`config.mk`:
```
export PLATFORM = sky130hd
export DESIGN_NAME = clk_cfg_arbiter_flat
export DESIGN_NICKNAME = d
export VERILOG_FILES = /design/src/rtl/clk_cfg_arbiter_if.sv /design/src/rtl/clk_cfg_arbiter.sv /design/src/flat_wrapper.sv
export SDC_FILE = /design/constraint.sdc
export NUM_CORES = 1
export LEC_CHECK = 0
export ABC_AREA = 1
export BUFFER_PORTS_ARGS = -buffer_cell sky130_fd_sc_hd__clkbuf_2
export CAP_MARGIN = 20
export CORE_UTILIZATION = 51
export CTS_BUF_LIST = sky130_fd_sc_hd__clkbuf_4
export DETAILED_ROUTE_END_ITERATION = 7
export HOLD_SLACK_MARGIN = 0.02
export MAX_ROUTING_LAYER = met4
export PLACE_DENSITY = 0.87
export SLEW_MARGIN = 15
export SYNTH_ARGS = -nofsm -noshare
export SYNTH_HDL_FRONTEND = slang
export SYNTH_SLANG_ARGS = --single-unit
```
`constraint.sdc`:
```
create_clock -name ref_clk_i -period 2.03 [get_ports ref_clk_i]
set_input_delay 0.406 -clock ref_clk_i [delete_from_list [all_inputs] [get_ports ref_clk_i]]
set_output_delay 0.406 -clock ref_clk_i [all_outputs]
set_load 0.03 [all_outputs]
```
`src/rtl/clk_cfg_arbiter_if.sv`:
```
// Requester-side bus of clk_cfg_arbiter: request fields in, grant and response out.
// Signal names carry their direction as seen from the arbiter.
// slave modport  = the arbiter.
// master modport = the requesters (APB config slave, boot sequencer, ...).
interface clk_cfg_arbiter_if #(
    parameter int NUM_REQ = 2
);
    logic [NUM_REQ-1:0]    req_valid_i;
    logic [NUM_REQ-1:0]    req_ready_o;
    logic [2*NUM_REQ-1:0]  req_tgt_i;
    logic [2*NUM_REQ-1:0]  req_add_i;
    logic [32*NUM_REQ-1:0] req_wdata_i;
    logic [NUM_REQ-1:0]    req_wrn_i;
    logic [NUM_REQ-1:0]    rsp_valid_o;
    logic [31:0]           rsp_rdata_o;
    logic                  rsp_err_o;

    modport slave (
        input  req_valid_i, req_tgt_i, req_add_i, req_wdata_i, req_wrn_i,
        output req_ready_o, rsp_valid_o, rsp_rdata_o, rsp_err_o
    );

    modport master (
        output req_valid_i, req_tgt_i, req_add_i, req_wdata_i, req_wrn_i,
        input  req_ready_o, rsp_valid_o, rsp_rdata_o, rsp_err_o
    );
endinterface

```
`src/rtl/clk_cfg_arbiter.sv`:
```
// clk_cfg_arbiter: shares the soc/per/cluster clock-generator config channels
// between NUM_REQ requesters.
// - Round-robin arbitration, one transaction in flight at a time.
// - Runs a 4-phase req/ack handshake on the selected channel.
// - Each handshake phase has a timeout.
// Optional feature macro: CLK_CFG_LOCK_WAIT_EN. When defined, a successful
// write waits for the target lock input before responding.
// TIMEOUT_CYC must be smaller than 2**TO_W.
module clk_cfg_arbiter #(
    parameter int NUM_REQ     = 2,
    parameter int TIMEOUT_CYC = 255,
    parameter int TO_W        = 8
) (
    input  logic              ref_clk_i,
    input  logic              rstn_glob_i,
    clk_cfg_arbiter_if.slave  bus,

    output logic              soc_cfg_req_o,
    input  logic              soc_cfg_ack_i,
    output logic [1:0]        soc_cfg_add_o,
    output logic [31:0]       soc_cfg_data_o,
    output logic              soc_cfg_wrn_o,
    input  logic [31:0]       soc_cfg_r_data_i,
    input  logic              soc_cfg_lock_i,

    output logic              per_cfg_req_o,
    input  logic              per_cfg_ack_i,
    output logic [1:0]        per_cfg_add_o,
    output logic [31:0]       per_cfg_data_o,
    output logic              per_cfg_wrn_o,
    input  logic [31:0]       per_cfg_r_data_i,
    input  logic              per_cfg_lock_i,

    output logic              cluster_cfg_req_o,
    input  logic              cluster_cfg_ack_i,
    output logic [1:0]        cluster_cfg_add_o,
    output logic [31:0]       cluster_cfg_data_o,
    output logic              cluster_cfg_wrn_o,
    input  logic [31:0]       cluster_cfg_r_data_i,
    input  logic              cluster_cfg_lock_i,

    output logic [2:0]        lock_o,
    output logic              busy_o
);

    localparam int              ID_W     = (NUM_REQ > 1) ? $clog2(NUM_REQ) : 1;
    localparam logic [TO_W-1:0] TO_LIMIT = TO_W'(TIMEOUT_CYC);

    typedef enum logic [2:0] {
        ST_IDLE,
        ST_ISSUE,
        ST_RELEASE,
`ifdef CLK_CFG_LOCK_WAIT_EN
        ST_WAIT_LOCK,
`endif
        ST_RESP
    } state_t;

    state_t              r_state;
    state_t              w_stateNext;

    logic [ID_W-1:0]     r_last;
    logic [ID_W-1:0]     r_id;
    logic [1:0]          r_tgt;
    logic                r_wrn;
    logic [TO_W-1:0]     r_cnt;
    logic                r_txErr;
    logic [31:0]         r_txRdata;
    logic                r_rspErr;
    logic [31:0]         r_rspRdata;
    logic [2:0]          r_chReq;
    logic [2:0][1:0]     r_chAdd;
    logic [2:0][31:0]    r_chData;
    logic [2:0]          r_chWrn;
    logic [2:0]          r_lock;

    logic                w_found;
    logic [ID_W-1:0]     w_winner;
    logic                w_accept;
    logic [1:0]          w_selTgt;
    logic [1:0]          w_selAdd;
    logic [31:0]         w_selWdata;
    logic                w_selWrn;
    logic [1:0]          w_curTgt;
    logic                w_tgtAck;
    logic [31:0]         w_tgtRdata;
    logic                w_timeout;
    logic                w_counting;
    logic                w_txErrNext;
    logic [31:0]         w_txRdataNext;
    logic                w_rspLoad;
`ifdef CLK_CFG_LOCK_WAIT_EN
    logic                w_tgtLock;
`endif

    // Round-robin search: first valid requester after the last winner, with wrap.
    always_comb begin
        w_found  = 1'b0;
        w_winner = '0;
        for (int k = 1; k <= NUM_REQ; k++) begin
            if (!w_found && bus.req_valid_i[(int'(r_last) + k) % NUM_REQ]) begin
                w_found  = 1'b1;
                w_winner = ID_W'((int'(r_last) + k) % NUM_REQ);
            end
        end
    end

    // Winner's request fields and the accept condition.
    // Accept is gated by reset so that ready stays low while reset is asserted.
    always_comb begin
        w_selTgt   = bus.req_tgt_i[2*int'(w_winner) +: 2];
        w_selAdd   = bus.req_add_i[2*int'(w_winner) +: 2];
        w_selWdata = bus.req_wdata_i[32*int'(w_winner) +: 32];
        w_selWrn   = bus.req_wrn_i[int'(w_winner)];
        w_accept   = (r_state == ST_IDLE) && w_found && rstn_glob_i;
        w_curTgt   = w_accept ? w_selTgt : r_tgt;
    end

    // Route ack, read data and (optionally) lock from the latched target channel.
    always_comb begin
        w_tgtAck   = 1'b0;
        w_tgtRdata = '0;
`ifdef CLK_CFG_LOCK_WAIT_EN
        w_tgtLock  = 1'b0;
`endif
        case (r_tgt)
            2'b00: begin
                w_tgtAck   = soc_cfg_ack_i;
                w_tgtRdata = soc_cfg_r_data_i;
`ifdef CLK_CFG_LOCK_WAIT_EN
                w_tgtLock  = soc_cfg_lock_i;
`endif
            end
            2'b01: begin
                w_tgtAck   = per_cfg_ack_i;
                w_tgtRdata = per_cfg_r_data_i;
`ifdef CLK_CFG_LOCK_WAIT_EN
                w_tgtLock  = per_cfg_lock_i;
`endif
            end
            2'b10: begin
                w_tgtAck   = cluster_cfg_ack_i;
                w_tgtRdata = cluster_cfg_r_data_i;
`ifdef CLK_CFG_LOCK_WAIT_EN
                w_tgtLock  = cluster_cfg_lock_i;
`endif
            end
            default: ;
        endcase
    end

    // Timeout detection; the counter only runs in the waiting states.
    always_comb begin
        w_timeout  = (r_cnt == TO_LIMIT);
        w_counting = (r_state == ST_ISSUE) || (r_state == ST_RELEASE);
`ifdef CLK_CFG_LOCK_WAIT_EN
        if (r_state == ST_WAIT_LOCK) begin
            w_counting = 1'b1;
        end
`endif
    end

    // FSM state register.
    always_ff @(posedge ref_clk_i or negedge rstn_glob_i) begin
        if (!rstn_glob_i) begin
            r_state <= ST_IDLE;
        end else begin
            r_state <= w_stateNext;
        end
    end

    // FSM next-state logic; ack wins over a timeout that lands in the same cycle.
    always_comb begin
        w_stateNext = r_state;
        case (r_state)
            ST_IDLE: begin
                if (w_accept) begin
                    w_stateNext = (w_selTgt == 2'b11) ? ST_RESP : ST_ISSUE;
                end
            end
            ST_ISSUE: begin
                if (w_tgtAck || w_timeout) begin
                    w_stateNext = ST_RELEASE;
                end
            end
            ST_RELEASE: begin
                if (!w_tgtAck) begin
`ifdef CLK_CFG_LOCK_WAIT_EN
                    w_stateNext = (!r_wrn && !r_txErr) ? ST_WAIT_LOCK : ST_RESP;
`else
                    w_stateNext = ST_RESP;
`endif
                end else if (w_timeout) begin
                    w_stateNext = ST_RESP;
                end
            end
`ifdef CLK_CFG_LOCK_WAIT_EN
            ST_WAIT_LOCK: begin
                if (w_tgtLock || w_timeout) begin
                    w_stateNext = ST_RESP;
                end
            end
`endif
            ST_RESP: begin
                w_stateNext = ST_IDLE;
            end
            default: begin
                w_stateNext = ST_IDLE;
            end
        endcase
    end

    // FSM outputs: grant pulse, response pulse and busy flag.
    always_comb begin
        bus.req_ready_o = '0;
        bus.rsp_valid_o = '0;
        for (int r = 0; r < NUM_REQ; r++) begin
            bus.req_ready_o[r] = w_accept && (w_winner == ID_W'(r));
            bus.rsp_valid_o[r] = (r_state == ST_RESP) && (r_id == ID_W'(r));
        end
        busy_o = (r_state != ST_IDLE);
    end

    // Working error / read-data values for the transaction in flight.
    always_comb begin
        w_txErrNext   = r_txErr;
        w_txRdataNext = r_txRdata;
        case (r_state)
            ST_IDLE: begin
                if (w_accept) begin
                    w_txErrNext   = (w_selTgt == 2'b11);
                    w_txRdataNext = '0;
                end
            end
            ST_ISSUE: begin
                if (w_tgtAck) begin
                    w_txRdataNext = r_wrn ? w_tgtRdata : 32'h0;
                end else if (w_timeout) begin
                    w_txErrNext = 1'b1;
                end
            end
            ST_RELEASE: begin
                if (w_tgtAck && w_timeout) begin
                    w_txErrNext = 1'b1;
                end
            end
`ifdef CLK_CFG_LOCK_WAIT_EN
            ST_WAIT_LOCK: begin
                if (!w_tgtLock && w_timeout) begin
                    w_txErrNext = 1'b1;
                end
            end
`endif
            default: ;
        endcase
        w_rspLoad = (w_stateNext == ST_RESP) && (r_state != ST_RESP);
    end

    // Latch the winner's control fields, track round-robin and transaction result.
    always_ff @(posedge ref_clk_i or negedge rstn_glob_i) begin
        if (!rstn_glob_i) begin
            r_last     <= ID_W'(NUM_REQ - 1);
            r_id       <= '0;
            r_tgt      <= '0;
            r_wrn      <= 1'b0;
            r_txErr    <= 1'b0;
            r_txRdata  <= '0;
            r_rspErr   <= 1'b0;
            r_rspRdata <= '0;
        end else begin
            if (w_accept) begin
                r_last <= w_winner;
                r_id   <= w_winner;
                r_tgt  <= w_selTgt;
                r_wrn  <= w_selWrn;
            end
            r_txErr   <= w_txErrNext;
            r_txRdata <= w_txRdataNext;
            if (w_rspLoad) begin
                r_rspErr   <= w_txErrNext;
                r_rspRdata <= w_txRdataNext;
            end
        end
    end

    // Per-phase timeout counter, cleared on every state change.
    always_ff @(posedge ref_clk_i or negedge rstn_glob_i) begin
        if (!rstn_glob_i) begin
            r_cnt <= '0;
        end else if (w_stateNext != r_state) begin
            r_cnt <= '0;
        end else if (w_counting) begin
            r_cnt <= r_cnt + 1'b1;
        end
    end

    // Channel drive registers: only the latched target channel carries non-zero values.
    always_ff @(posedge ref_clk_i or negedge rstn_glob_i) begin
        if (!rstn_glob_i) begin
            r_chReq  <= '0;
            r_chAdd  <= '0;
            r_chData <= '0;
            r_chWrn  <= '0;
        end else begin
            for (int c = 0; c < 3; c++) begin
                r_chReq[c] <= (w_stateNext == ST_ISSUE) && (w_curTgt == 2'(c));
                if (w_accept) begin
                    r_chAdd[c]  <= (w_selTgt == 2'(c)) ? w_selAdd   : 2'b00;
                    r_chData[c] <= (w_selTgt == 2'(c)) ? w_selWdata : 32'h0;
                    r_chWrn[c]  <= (w_selTgt == 2'(c)) ? w_selWrn   : 1'b0;
                end
            end
        end
    end

    // Registered copy of the lock inputs, {cluster, per, soc}.
    always_ff @(posedge ref_clk_i or negedge rstn_glob_i) begin
        if (!rstn_glob_i) begin
            r_lock <= '0;
        end else begin
            r_lock <= {cluster_cfg_lock_i, per_cfg_lock_i, soc_cfg_lock_i};
        end
    end

    assign bus.rsp_rdata_o = r_rspRdata;
    assign bus.rsp_err_o   = r_rspErr;
    assign lock_o          = r_lock;

    assign soc_cfg_req_o      = r_chReq[0];
    assign soc_cfg_add_o      = r_chAdd[0];
    assign soc_cfg_data_o     = r_chData[0];
    assign soc_cfg_wrn_o      = r_chWrn[0];
    assign per_cfg_req_o      = r_chReq[1];
    assign per_cfg_add_o      = r_chAdd[1];
    assign per_cfg_data_o     = r_chData[1];
    assign per_cfg_wrn_o      = r_chWrn[1];
    assign cluster_cfg_req_o  = r_chReq[2];
    assign cluster_cfg_add_o  = r_chAdd[2];
    assign cluster_cfg_data_o = r_chData[2];
    assign cluster_cfg_wrn_o  = r_chWrn[2];

endmodule
```
`src/flat_wrapper.sv`:
```
// flat-port wrapper written by rule: the top's interface ports become plain ports
module clk_cfg_arbiter_flat 
#(
    parameter int NUM_REQ     = 2,
    parameter int TIMEOUT_CYC = 255,
    parameter int TO_W        = 8
)
  (ref_clk_i, rstn_glob_i, soc_cfg_req_o, soc_cfg_ack_i, soc_cfg_add_o, soc_cfg_data_o, soc_cfg_wrn_o, soc_cfg_r_data_i, soc_cfg_lock_i, per_cfg_req_o, per_cfg_ack_i, per_cfg_add_o, per_cfg_data_o, per_cfg_wrn_o, per_cfg_r_data_i, per_cfg_lock_i, cluster_cfg_req_o, cluster_cfg_ack_i, cluster_cfg_add_o, cluster_cfg_data_o, cluster_cfg_wrn_o, cluster_cfg_r_data_i, cluster_cfg_lock_i, lock_o, busy_o, bus_req_valid_i, bus_req_tgt_i, bus_req_add_i, bus_req_wdata_i, bus_req_wrn_i, bus_req_ready_o, bus_rsp_valid_o, bus_rsp_rdata_o, bus_rsp_err_o);
  clk_cfg_arbiter_if #(.NUM_REQ(NUM_REQ)) bus_i ();
  input  logic ref_clk_i;
  input  logic rstn_glob_i;
  output logic soc_cfg_req_o;
  input  logic soc_cfg_ack_i;
  output logic [1:0] soc_cfg_add_o;
  output logic [31:0] soc_cfg_data_o;
  output logic soc_cfg_wrn_o;
  input  logic [31:0] soc_cfg_r_data_i;
  input  logic soc_cfg_lock_i;
  output logic per_cfg_req_o;
  input  logic per_cfg_ack_i;
  output logic [1:0] per_cfg_add_o;
  output logic [31:0] per_cfg_data_o;
  output logic per_cfg_wrn_o;
  input  logic [31:0] per_cfg_r_data_i;
  input  logic per_cfg_lock_i;
  output logic cluster_cfg_req_o;
  input  logic cluster_cfg_ack_i;
  output logic [1:0] cluster_cfg_add_o;
  output logic [31:0] cluster_cfg_data_o;
  output logic cluster_cfg_wrn_o;
  input  logic [31:0] cluster_cfg_r_data_i;
  input  logic cluster_cfg_lock_i;
  output logic [2:0] lock_o;
  output logic busy_o;
  input wire logic [$bits(bus_i.req_valid_i)-1:0] bus_req_valid_i;
  input wire logic [$bits(bus_i.req_tgt_i)-1:0] bus_req_tgt_i;
  input wire logic [$bits(bus_i.req_add_i)-1:0] bus_req_add_i;
  input wire logic [$bits(bus_i.req_wdata_i)-1:0] bus_req_wdata_i;
  input wire logic [$bits(bus_i.req_wrn_i)-1:0] bus_req_wrn_i;
  output wire logic [$bits(bus_i.req_ready_o)-1:0] bus_req_ready_o;
  output wire logic [$bits(bus_i.rsp_valid_o)-1:0] bus_rsp_valid_o;
  output wire logic [$bits(bus_i.rsp_rdata_o)-1:0] bus_rsp_rdata_o;
  output wire logic [$bits(bus_i.rsp_err_o)-1:0] bus_rsp_err_o;
  assign bus_i.req_valid_i = bus_req_valid_i;
  assign bus_i.req_tgt_i = bus_req_tgt_i;
  assign bus_i.req_add_i = bus_req_add_i;
  assign bus_i.req_wdata_i = bus_req_wdata_i;
  assign bus_i.req_wrn_i = bus_req_wrn_i;
  assign bus_req_ready_o = bus_i.req_ready_o;
  assign bus_rsp_valid_o = bus_i.rsp_valid_o;
  assign bus_rsp_rdata_o = bus_i.rsp_rdata_o;
  assign bus_rsp_err_o = bus_i.rsp_err_o;
  clk_cfg_arbiter #(.NUM_REQ(NUM_REQ), .TIMEOUT_CYC(TIMEOUT_CYC), .TO_W(TO_W)) u_core (.ref_clk_i(ref_clk_i), .rstn_glob_i(rstn_glob_i), .bus(bus_i), .soc_cfg_req_o(soc_cfg_req_o), .soc_cfg_ack_i(soc_cfg_ack_i), .soc_cfg_add_o(soc_cfg_add_o), .soc_cfg_data_o(soc_cfg_data_o), .soc_cfg_wrn_o(soc_cfg_wrn_o), .soc_cfg_r_data_i(soc_cfg_r_data_i), .soc_cfg_lock_i(soc_cfg_lock_i), .per_cfg_req_o(per_cfg_req_o), .per_cfg_ack_i(per_cfg_ack_i), .per_cfg_add_o(per_cfg_add_o), .per_cfg_data_o(per_cfg_data_o), .per_cfg_wrn_o(per_cfg_wrn_o), .per_cfg_r_data_i(per_cfg_r_data_i), .per_cfg_lock_i(per_cfg_lock_i), .cluster_cfg_req_o(cluster_cfg_req_o), .cluster_cfg_ack_i(cluster_cfg_ack_i), .cluster_cfg_add_o(cluster_cfg_add_o), .cluster_cfg_data_o(cluster_cfg_data_o), .cluster_cfg_wrn_o(cluster_cfg_wrn_o), .cluster_cfg_r_data_i(cluster_cfg_r_data_i), .cluster_cfg_lock_i(cluster_cfg_lock_i), .lock_o(lock_o), .busy_o(busy_o));
endmodule
```
[Word level (Yosys, flattened, before mapping)]
Cells that the tools add are included.
Word-level totals
  word-level logic and storage cells: 109
  bits in registers: 193
  input port bits: 180
Operators by class
  shifts and indexed selects: 3
  reduce and logical (&&, ||, !) cells: 21
  bitwise operators: 4
  equality and inequality tests: 15
  add/sub/neg operators: 3
  muxes and demuxes: 41
  $lt $le $gt $ge: 3
Operators by type and width (count)
  $mux 32: 6
  $pmux 32 s3: 1
  $pmux 32 s2: 1
  $shiftx 64x7->32: 1
  $mux 1: 19
  $mux 8: 2
  $logic_and 1x1->1: 12
  $mux 3: 4
  $mux 2: 5
  $eq 3x2->1 const B: 3
  $pmux 3 s3: 1
  $add 8x1->8 const B: 1
  $eq 2x2->1 const B: 4
  $eq 8x8->1 const B: 1
  $shiftx 4x3->2: 2
  $eq 2x1->1 const B: 3
  $eq 3x1->1 const B: 2
  $logic_not 2->1: 3
  $lt 2x3->1 const B: 2
  $pmux 1 s3: 2
  $logic_not 3->1: 1
  $ne 3x2->1 const B: 1
  $ne 3x3->1: 1
  $reduce_bool 3->1: 1
  other kinds (7): 11

[Logic depth before layout (Yosys ltp)]
  depth after elaboration: 16
  depth in mapped cells: 13
  mapped depth without buffers: 12

[Worst setup path before layout]
No wires, ideal clock.
  path type: flip-flop to output port
  start: reg u_core.r_state[1]
  end: out bus_req_ready_o[0]
  arrival time: 1.332 ns
  stages on the path, launching flop included: 7
  buffers on the path: 1
  setup slack: 0.292 ns
  data required time: 1.624 ns
  cell sequence: dfrtp_1 nor2_4 nand2_2 nor2_8 nand2_1 inv_2 buf_4
On the way
  word-level cells in the longest chain between the ends: 4
Ends and longest elaborated chain
  start: declaration: line clk_cfg_arbiter.sv:59  | state_t r_state;
  start signal: assignment: line clk_cfg_arbiter.sv:168  | r_state <= w_stateNext;
  $logic_not 3->1: line clk_cfg_arbiter.sv:115  | w_accept = (r_state == ST_IDLE) && w_found && rstn_glob_i;
  $logic_and 1x1->1 (2 in series): line clk_cfg_arbiter.sv:115
  $logic_and 1x1->1: line clk_cfg_arbiter.sv:218  | bus.req_ready_o[r] = w_accept && (w_winner == ID_W'(r));
  end: declaration: line flat_wrapper.sv:40  | output wire logic [$bits(bus_i.req_ready_o)-1:0] bus_req_ready_o;
No other way between the ends.

[Worst setup path in the final report]
  start: reg u_core.r_state[1]
  end: out bus_req_ready_o[1]
The elaborated chain is that of the path after synthesis.

==> results.toml <==
[setup_path]
worstPathRequired_ns = 1.62
reg2reg_from = "u_core.r_state[1]"
r2r_slack_ns = 0.10
critPathKind = "register to output port"
endpoint_kind = "output port"
timing.rr.end = "u_core.bus.rsp_rdata_o[17]"
r2r_cells = 11
crit_path_start_kind = "register"
cp_max_fo = 4
arrival_ns = 1.70

[die]
die_area_um2 = 17500
die_w_um = 132
core-area_um2 = 16600
rows = 47
pin_count = 329
start_util = 0.522
die_y_um = 132

[final_layout]
final_cell_count_no_fill = 1660
synthToLayoutAreaGrowth_pct = 29.8
final_util = 0.677
drive_above_1_share = 0.312
final_net_count = 1607

[worst_hold_path]
hold_depth = 3
worstHoldStart = "bus_req_wrn_i[1]"
holdCritPathClass = "primary input to register"
min_to = "u_core.r_wrn"

[clocking]
clk_pin_slew_ns = 0.15
clock_path_buffers = 2
clock_sinks = 193
tritoncts = "built"
root_buffer = "clkbuf_4"
clock_latency_ns = 0.58
cts_buffers = 17
cts-htree-levels = 4

[sta]
fin_tns_setup_ns = -0.157
min_period_ns = 2.10
finalWorstSetupSlack_ns = -0.0719
slew_headroom = 0.459
tightest_slew_ns = 0.811
fmax_mhz = 476
final_max_slew_viol_count = 0
finalCritPeriodShare = 1.04
finalSetupViolCount = 4
finalClockSkew_ns = 0.0203
grt_setup_unrepaired = "yes"
hold_viol = 0

[power]
ir_drop_uv = 719
p_per_area_nw_per_um2 = 1160
internal-power_mw = 7.27
p_leak_nw = 6.38
seq_power_share = 0.400
fin_total_pwr_mw = 13.0
clkPwrFrac = 0.166
swShare = 0.443
comb_power_share = 0.434
p_sw_mw = 5.78

[logic_synthesis]
syn_area_um2 = 8650
yosysWarningCount = 0
synth_edf_count = 0
synth_area_leader_cell = "dfrtp_1"
synth.avg_cell_area_um2 = 7.98
synth.most_common_cell = "nand2_1"
yosysUniqueCellTypes = 31
netlist_top_cells_count = "nand2_1, dfrtp_1, o21ai_0, inv_1, o21ai_1"
async_flop_share = 1.00
synth_seq_cells = 193
ys_seq_area_frac = 0.558
syn-num-nets = 1265
yosys.area.top_type_share = 0.555
ys.flop_type = "dfrtp_1"
synthCells = 1084
synthTopCellsByArea = "dfrtp_1, nand2_1, o21ai_0"

[route]
drc_errors = 0
wl_per_cell_um = 15.0
drt_pass1_iterations = 5
antenna_left = 0
drtIter0Drc = 503
num_vias = 8426
wl_um = 25000
routed_via_density = 5.08

[place]
dp_hpwl_um = 17900
numPlacedInstances = 1609
routabilityCongestion = 0.871
port_buffers = 328

[global_routing]
grt_max_degree = 147
first_global_vias = 8236
grt_pass1_wl_um = 40200
antenna_found_initial = 1
globalRouteOverflowTotal = 0
grt_usage = 0.305

[run_status]
violations = "negative setup slack"
status = "finished, violations left"

[run]
max-cap-violations = 0
-- stage by stage --
stage | hold slack [ns] | setup WS [ns] | instance area, µm²
finish | 0.154 | -0.0719 | 11200
global route | 0.110 | -0.174 | 11200
CTS | 0.0875 | -0.0996 | 11100
detailed placement | 0.471 | 0.0298 | 10700
global placement | 0.456 | 0.0456 | 10700
floorplan | 0.110 | 0.292 | 8650
-- worst max-delay path by stage --
stage                                  start            endpoint  slack, ns  depth (start not counted)
final                      u_core.r_state[1]  bus_req_ready_o[1]      -0.07                          6
after global routing       u_core.r_state[1]  bus_req_ready_o[1]      -0.17                          6
after CTS                  u_core.r_state[1]  bus_req_ready_o[0]       -0.1                          6
after detailed placement  bus_req_valid_i[0]        u_core.r_wrn       0.03                          7
after global placement    bus_req_valid_i[0]        u_core.r_wrn       0.05                          7
after floorplan            u_core.r_state[1]  bus_req_ready_o[0]       0.29                          6
-- registers in the layout, summed over array words and instances (netlist names) --
register,cells
u_core.bus.rsp_err_o,1
u_core.bus.rsp_rdata_o,32
u_core.cluster_cfg_add_o,2
u_core.cluster_cfg_data_o,32
u_core.lock_o,3
u_core.per_cfg_add_o,2
u_core.per_cfg_data_o,32
u_core.r_chReq,3
u_core.r_chWrn,3
u_core.r_cnt,8
u_core.r_id,1
u_core.r_last,1
u_core.r_state,3
u_core.r_tgt,2
u_core.r_txErr,1
u_core.r_txRdata,32
u_core.r_wrn,1
u_core.soc_cfg_add_o,2
u_core.soc_cfg_data_o,32
-- layout by cell type, fill, tap and decap left out, types with 3 or more instances in the layout --
cell type	instances
dfrtp_1	192
clkbuf_2	322
inv_6	4
nor2_1	18
nand3_1	59
buf_4	32
nand2_1	465
or2_2	20
nand3_2	3
nor3_1	4
clkbuf_4	17
nor2_2	4
buf_12	11
a21oi_1	9
nand2_4	4
inv_2	3
nand2_2	4
o21ai_0	81
inv_8	4
o21ai_1	73
inv_1	77
dlygate4sd3_1	4
-- power groups by stage --
stage,clock (mW),sequential (mW),combinational (mW)
floorplan,0,6.59,2.24
global placement,0,5.25,5.41
detailed placement,0,5.27,5.54
CTS,2.24,5.21,5.60
global route,2.37,5.32,6.16
finish,2.16,5.22,5.66
-- layout make-up --
cell class	count	area [µm²]
diodes	1	2.50
clock buffers	17	128
clock inverters	15	173
fillers	1366	5350
inverters	83	320
multi-input cells	757	3330
flip-flops and latches	193	4830
well taps	220	275
repair buffers	374	2180
-- kinds of logic after synthesis --
group                      Yosys count  share of synthesized area
xor gates and xnor gates             2                    0.00202
adders and majority gates            1                    0.00145
AOI/OAI and AO/OA                  167                     0.0979
muxes                                1                    0.00116
buffers and inverters              134                     0.0638
DFF                                193                      0.558
other                                1                   0.000433
and+or+nand+nor                    585                      0.275
-- per-layer routing --
layer | global-route usage | wire length, µm
met4 | 0.164 | 1140
met3 | 0.0669 | 1880
met5 | - | 0
met2 | 0.489 | 12000
met1 | 0.360 | 9970
-- critical path, cell delays in order (launching register included) --
cell     delay [ns]
dfrtp_1        0.44
nor2_4         0.15
nand2_4        0.09
nor2_8         0.16
nand2_4        0.09
inv_6          0.08
buf_8          0.12
-- what timing repair did --
action / 4_1_cts / 5_1_grt
endpoints found under the setup margin: 3 / 43
setup buffers: 7 / 7
gates resized for setup: 14 / 24
hold endpoints to repair: 195 / 0
hold buffers: 4 / 0
pin swaps: 3 / 6
Power figures use the tool's default switching activity.
